File: config.mk
export PLATFORM = sky130hd
export DESIGN_NAME = i2cmb_byte_engine
export DESIGN_NICKNAME = d
export VERILOG_FILES = /design/src/rtl/i2cmb_byte_engine.sv
export SDC_FILE = /design/constraint.sdc
export NUM_CORES = 1
export LEC_CHECK = 0
export ABC_CLOCK_PERIOD_IN_PS = 3800
export CORE_MARGIN = 2
export CORE_UTILIZATION = 49
export CTS_CLUSTER_SIZE = 8
export DETAILED_ROUTE_END_ITERATION = 10
export PLACE_DENSITY_LB_ADDON = 0.05
export REMOVE_ABC_BUFFERS = 1
export SYNTH_ARGS = -nofsm -noshare
export SYNTH_HDL_FRONTEND = slang
export SYNTH_SLANG_ARGS = --single-unit
File: constraint.sdc
create_clock -name clk_i -period 3.8 [get_ports clk_i]
set_clock_uncertainty 0.2 [all_clocks]
set_input_delay 0.95 -clock clk_i [delete_from_list [all_inputs] [get_ports clk_i]]
set_output_delay 0.95 -clock clk_i [all_outputs]
set_load 0.02 [all_outputs]
File: src/rtl/i2cmb_byte_engine.sv
// Byte-level I2C master engine: START/STOP/WRITE/READ and bus select over up to 16 buses.
// Each bit is four CLK_DIV-cycle phases; released-SCL phases stall while a slave stretches.
module i2cmb_byte_engine #(
  parameter int CLK_DIV   = 250,
  parameter int NUM_BUSES = 16
) (
  input  logic                 clk_i,
  input  logic                 rst_i,
  input  logic                 cmd_valid_i,
  output logic                 cmd_ready_o,
  input  logic [2:0]           cmd_code_i,
  input  logic [7:0]           cmd_data_i,
  output logic                 rsp_valid_o,
  output logic [1:0]           rsp_code_o,
  output logic [7:0]           rsp_data_o,
  output logic [3:0]           bus_id_o,
  output logic                 busy_o,
  output logic [NUM_BUSES-1:0] scl_o,
  output logic [NUM_BUSES-1:0] sda_o,
  input  logic [NUM_BUSES-1:0] scl_i,
  input  logic [NUM_BUSES-1:0] sda_i
);

  localparam logic [2:0] OP_WRITE    = 3'b001;
  localparam logic [2:0] OP_READ_ACK = 3'b010;
  localparam logic [2:0] OP_READ_NAK = 3'b011;
  localparam logic [2:0] OP_START    = 3'b100;
  localparam logic [2:0] OP_STOP     = 3'b101;
  localparam logic [2:0] OP_SET_BUS  = 3'b110;

  localparam logic [1:0] RSP_DONE = 2'd0;
  localparam logic [1:0] RSP_NAK  = 2'd1;
  localparam logic [1:0] RSP_ARB  = 2'd2;
  localparam logic [1:0] RSP_ERR  = 2'd3;

  localparam logic [9:0] LAST = 10'(CLK_DIV - 1);

  typedef enum logic [2:0] {
    S_IDLE, S_START, S_STOP, S_WRBIT, S_RDBIT, S_ACKBIT, S_RESP
  } state_t;

  state_t     state;
  logic [1:0] ph;
  logic [9:0] cnt;
  logic [2:0] bitn;
  logic [7:0] sh;
  logic [7:0] rd_byte;
  logic       rd_op, ack_lvl, ack_smp, rsp_rd;
  logic       scl_drv, sda_drv;
  logic       scl_in, sda_in, stall, xmit, arb_lost;

  assign scl_in = scl_i[bus_id_o];
  assign sda_in = sda_i[bus_id_o];
  assign stall  = scl_drv & ~scl_in;

  // Arbitration only applies where this master is the one sending bits.
  assign xmit     = (state == S_START) | (state == S_STOP) | (state == S_WRBIT) |
                    ((state == S_ACKBIT) & rd_op);
  assign arb_lost = xmit & sda_drv & scl_drv & scl_in & ~sda_in;

  assign cmd_ready_o = (state == S_IDLE) & ~rst_i;
  assign rsp_data_o  = (rsp_valid_o & ~rsp_rd) ? 8'h00 : rd_byte;

  for (genvar g = 0; g < NUM_BUSES; g++) begin : g_bus
    assign scl_o[g] = (bus_id_o == 4'(g)) ? scl_drv : 1'b1;
    assign sda_o[g] = (bus_id_o == 4'(g)) ? sda_drv : 1'b1;
  end

  always_ff @(posedge clk_i or posedge rst_i) begin
    if (rst_i) begin
      state       <= S_IDLE;
      ph          <= '0;
      cnt         <= '0;
      bitn        <= '0;
      sh          <= '0;
      rd_byte     <= '0;
      rd_op       <= 1'b0;
      ack_lvl     <= 1'b1;
      ack_smp     <= 1'b0;
      rsp_rd      <= 1'b0;
      scl_drv     <= 1'b1;
      sda_drv     <= 1'b1;
      busy_o      <= 1'b0;
      bus_id_o    <= '0;
      rsp_valid_o <= 1'b0;
      rsp_code_o  <= RSP_DONE;
    end else begin
      case (state)
        S_IDLE: if (cmd_valid_i) begin
          cnt         <= '0;
          ph          <= '0;
          bitn        <= '0;
          sh          <= cmd_data_i;
          rsp_rd      <= 1'b0;
          // Immediate ERR unless a legal command below takes over.
          state       <= S_RESP;
          rsp_valid_o <= 1'b1;
          rsp_code_o  <= RSP_ERR;
          case (cmd_code_i)
            OP_START: begin
              state <= S_START; rsp_valid_o <= 1'b0; sda_drv <= 1'b1;
            end
            OP_STOP: begin
              state <= S_STOP; rsp_valid_o <= 1'b0; sda_drv <= 1'b0;
            end
            OP_WRITE: if (busy_o) begin
              state <= S_WRBIT; rsp_valid_o <= 1'b0; sda_drv <= cmd_data_i[7]; rd_op <= 1'b0;
            end
            OP_READ_ACK, OP_READ_NAK: if (busy_o) begin
              state <= S_RDBIT; rsp_valid_o <= 1'b0; sda_drv <= 1'b1; rd_op <= 1'b1;
              ack_lvl <= (cmd_code_i == OP_READ_NAK);
            end
            OP_SET_BUS: if (!busy_o && int'(cmd_data_i) < NUM_BUSES) begin
              bus_id_o   <= cmd_data_i[3:0];
              rsp_code_o <= RSP_DONE;
            end
            default: ;
          endcase
        end
        S_RESP: begin
          rsp_valid_o <= 1'b0;
          state       <= S_IDLE;
        end
        default: begin
          if (arb_lost) begin
            scl_drv     <= 1'b1;
            sda_drv     <= 1'b1;
            busy_o      <= 1'b0;
            rsp_rd      <= 1'b0;
            rsp_valid_o <= 1'b1;
            rsp_code_o  <= RSP_ARB;
            state       <= S_RESP;
          end else if (stall) begin
            cnt <= cnt;
          end else if (cnt != LAST) begin
            cnt <= cnt + 10'd1;
          end else begin
            cnt <= '0;
            ph  <= ph + 2'd1;
            // Drive levels for the phase being entered; phase 3 ending closes the symbol.
            case (state)
              S_START: case (ph)
                2'd0: scl_drv <= 1'b1;
                2'd1: sda_drv <= 1'b0;
                2'd2: scl_drv <= 1'b0;
                default: begin
                  busy_o <= 1'b1; state <= S_RESP; rsp_valid_o <= 1'b1; rsp_code_o <= RSP_DONE;
                end
              endcase
              S_STOP: case (ph)
                2'd0: scl_drv <= 1'b1;
                2'd1: sda_drv <= 1'b1;
                2'd2: ;
                default: begin
                  busy_o <= 1'b0; state <= S_RESP; rsp_valid_o <= 1'b1; rsp_code_o <= RSP_DONE;
                end
              endcase
              S_WRBIT, S_RDBIT: case (ph)
                2'd0: scl_drv <= 1'b1;
                2'd1: sh <= {sh[6:0], sda_in};
                2'd2: scl_drv <= 1'b0;
                default: begin
                  if (bitn == 3'd7) begin
                    state   <= S_ACKBIT;
                    sda_drv <= rd_op ? ack_lvl : 1'b1;
                  end else begin
                    bitn    <= bitn + 3'd1;
                    sda_drv <= rd_op | sh[7];
                  end
                end
              endcase
              S_ACKBIT: case (ph)
                2'd0: scl_drv <= 1'b1;
                2'd1: ack_smp <= sda_in;
                2'd2: scl_drv <= 1'b0;
                default: begin
                  state       <= S_RESP;
                  rsp_valid_o <= 1'b1;
                  rsp_code_o  <= (!rd_op && ack_smp) ? RSP_NAK : RSP_DONE;
                  rsp_rd      <= rd_op;
                  if (rd_op) rd_byte <= sh;
                end
              endcase
              default: state <= S_IDLE;
            endcase
          end
        end
      endcase
    end
  end

endmodule
==> impl_metrics.ini <==
[floorplanning]
row_count = 30
pin_count = 95
dieArea_um2 = 7670
core_region_area_um2 = 6790
dieWidth_um = 87.6
initial_utilization_pct = 50.4
die_y_um = 87.6

[clocking]
ctsLongestPathBuffers = 2
ctsHoldBuffers = 0
cts-resized-gates = 0
post_cts_buffers = 0
cts.clk_slew.worst_paths_ns = 0.10
tritoncts = yes
h-tree-depth = 2
root_buffer = clkbuf_8
clkSinkCount = 48
clk_latency_ns = 0.31
tritoncts.num_buffers = 5

[logic_synthesis]
synth_warnings = 0
synth-edff-count = 0
ys_ff_latch = 48
synth_top_cell_area_share_pct = 32.9
ys_seq_area_share_pct = 35.2
ys_types = 59
avgSynthCellArea_um2 = 8.76
synth-main-ff-cell = dfrtp_1
synth.area.top_cells = dfrtp_1, nand2_1, mux2_2
syn_inst = 391
netlist_area_um2 = 3420
synth_top_area_cell = dfrtp_1
ys_async_sr_fraction_pct = 100

[pwr]
clockPowerShare_pct = 18.1
p_per_area_nw_per_um2 = 477
p_seq_share_pct = 35.9
ir_worst_vdd_mv = 0.496
p_sw_share_pct = 40.9
power_leakage_nw = 1.99
internal-power_mw = 1.31
p_total_mw = 2.23
combPwrFrac_pct = 46.0
switchingPower_mw = 0.911

[grt]
grt_pass1_wl_mm = 16.2
antenna_found_initial = 0
grt_usage_pct = 26.5
grt_max_degree = 49
grt_pass1_vias = 3223
overflow = 0

[sta]
timing.hold.ws_ns = 0.310
tightest_slew_ns = 1.00
max-slew-margin-rel_pct = 33.2
finalWorstSetupSlack_ns = 0.226
fin_crit_sh_pct = 94.0
final-hold-violation-count = 0
finalCriticalPeriod_ns = 3.57
rsz0062_at_grt = no
final-setup-viol-count = 0
fmax_mhz = 280
final_max_slew_viol_count = 0

[finish]
nNetsFinal = 544
drive_above_1_share_pct = 13.8
fillers = 587
areaGrowthSynthToFinish_pct = 36.3
diodes = 0
final_cell_mix = clkdlybuf4s50_1, nand2_1, dfrtp_1
final_common_cell = clkdlybuf4s50_1

[min_path]
hold_path.class = reg -> reg
hold_end = cnt[7]$_DFFE_PP0P_
hold_depth = 1
min-delay-start = cnt[7]$_DFFE_PP0P_

[setup_path]
cp_max_fo = 8
path_cells = clkdlybuf4s50_1 -> mux4_1 -> mux4_2 -> o21ai_0 -> a22oi_1 -> o21ai_2 -> mux2_2
max_stage_delay_ns = 0.53
start_kind = input pin
r2r-start = bus_id_o[1]$_DFFE_PP0P_
r2r_cells = 6
critPathKind = in -> reg
regToRegSetupSlack_ns = 0.67
critPathArrivalTime_ns = 3.56
slowest_stage = mux4_2
cp-end-kind = flip-flop
r2r_end = sh[5]$_DFFE_PP0P_
required_ns = 3.79

[routing]
first_pass_iters = 5
vias = 3344
vias_per_cell = 5.70
wl_per_cell_um = 17.0
drc = 0
ant_nets = 0
drt_wl_total_mm = 9.99
first_iter_violations = 199

[place]
place.gp.congestion = 0.900
dpl_worst_slack_ns = -0.0950
dpl.hpwl_mm = 7.67
io_buffers = 94

[run]
cap_violations = 0

[outcome]
status = finished, final reports clean
## worst max-delay path: cells and delay by family
| kind | cells | cell delay [ns] |
|---|---|---|
| mux | 3 | 1.40 |
| compound gates | 3 | 0.80 |
| buf+inv | 1 | 0.40 |
## area by class of cell
class,instances,area [µm²],share of cell area [%]
Multi-Input combinational cell,306,2060,44.2
Sequential cell,48,1200,25.8
Timing Repair Buffer,113,1100,23.5
Tap cell,96,120,2.58
Clock buffer,6,82.6,1.77
Inverter,16,60.1,1.29
Clock inverter,2,38.8,0.832
## per-stage QoR
stage,TNS [ns],std cells,area [µm²],utilization (%)
floorplan,0,370,3330,-
global placement,-1.89,579,4540,66.9
detailed placement,-1.26,579,4540,66.9
CTS,0,587,4660,68.7
global route,0,587,4660,68.7
finish,0,587,4660,68.7
## power groups by stage
stage	Clock [mW]	Combinational, mW	Sequential (mW)
after detailed placement	0	1.01	0.806
after global placement	0	0.992	0.795
final	0.402	1.02	0.799
after floorplan	0	0.617	0.791
after global routing	0.431	1.13	0.818
after CTS	0.406	1.02	0.795
## how the worst max path moves through the flow
stage,start,end,cells after the start
final,scl_i[1],sh[5]$_DFFE_PP0P_,7
after global routing,scl_i[1],sh[1]$_DFFE_PP0P_,7
after CTS,scl_i[1],sh[7]$_DFFE_PP0P_,7
after detailed placement,scl_i[1],sh[7]$_DFFE_PP0P_,7
after global placement,scl_i[1],sh[5]$_DFFE_PP0P_,7
after floorplan,scl_i[3],rd_byte[0]$_DFFE_PP0P_,6
## Yosys cell counts, drive strengths merged, types with 2 or more instances
cell,number
a21oi,12
dfrtp,45
buf,7
nand4,7
mux2,27
or4,4
and2,12
inv,16
nor2b,5
o221ai,2
nor4,3
o31ai,3
and4,3
o21ai,32
ha,8
nor2,33
a22oi,4
mux2i,3
o41ai,3
nand2,77
or3,3
nand3,7
dfstp,3
a2111oi,2
nand2b,7
clkbuf,14
nor3,6
mux4,9
nor3b,3
a211oi,2
and3b,2
and3,6
a31oi,3
## sequential cells by signal, indices dropped and copies added (netlist names)
signal and flops:
bus_id_o 4, busy_o 1, rd_byte 8, bitn 3, sda_drv 1, cnt 10, scl_drv 1, state 3
ph 2, ack_smp 1, rd_op 1, ack_lvl 1, rsp_valid_o 1, sh 8, rsp_code_o 2, rsp_rd 1
## per-layer routing
layer	GRT usage (%)	routed length, µm
met3	4.24	593
met2	41.9	4750
met5	0	0
met4	3.36	93
met1	39.5	4550
## logic make-up after synthesis
group	after synthesis	synth area share, %
AND/OR/NAND/NOR	182	25.9
AO/OA/AOI/OAI	76	14.2
flip-flops	48	35.2
multiplexers	39	16.9
buffers and inverters	37	4.57
adder cells (fa/ha/maj)	9	3.22
No activity file was read; power rests on OpenSTA's default activity.
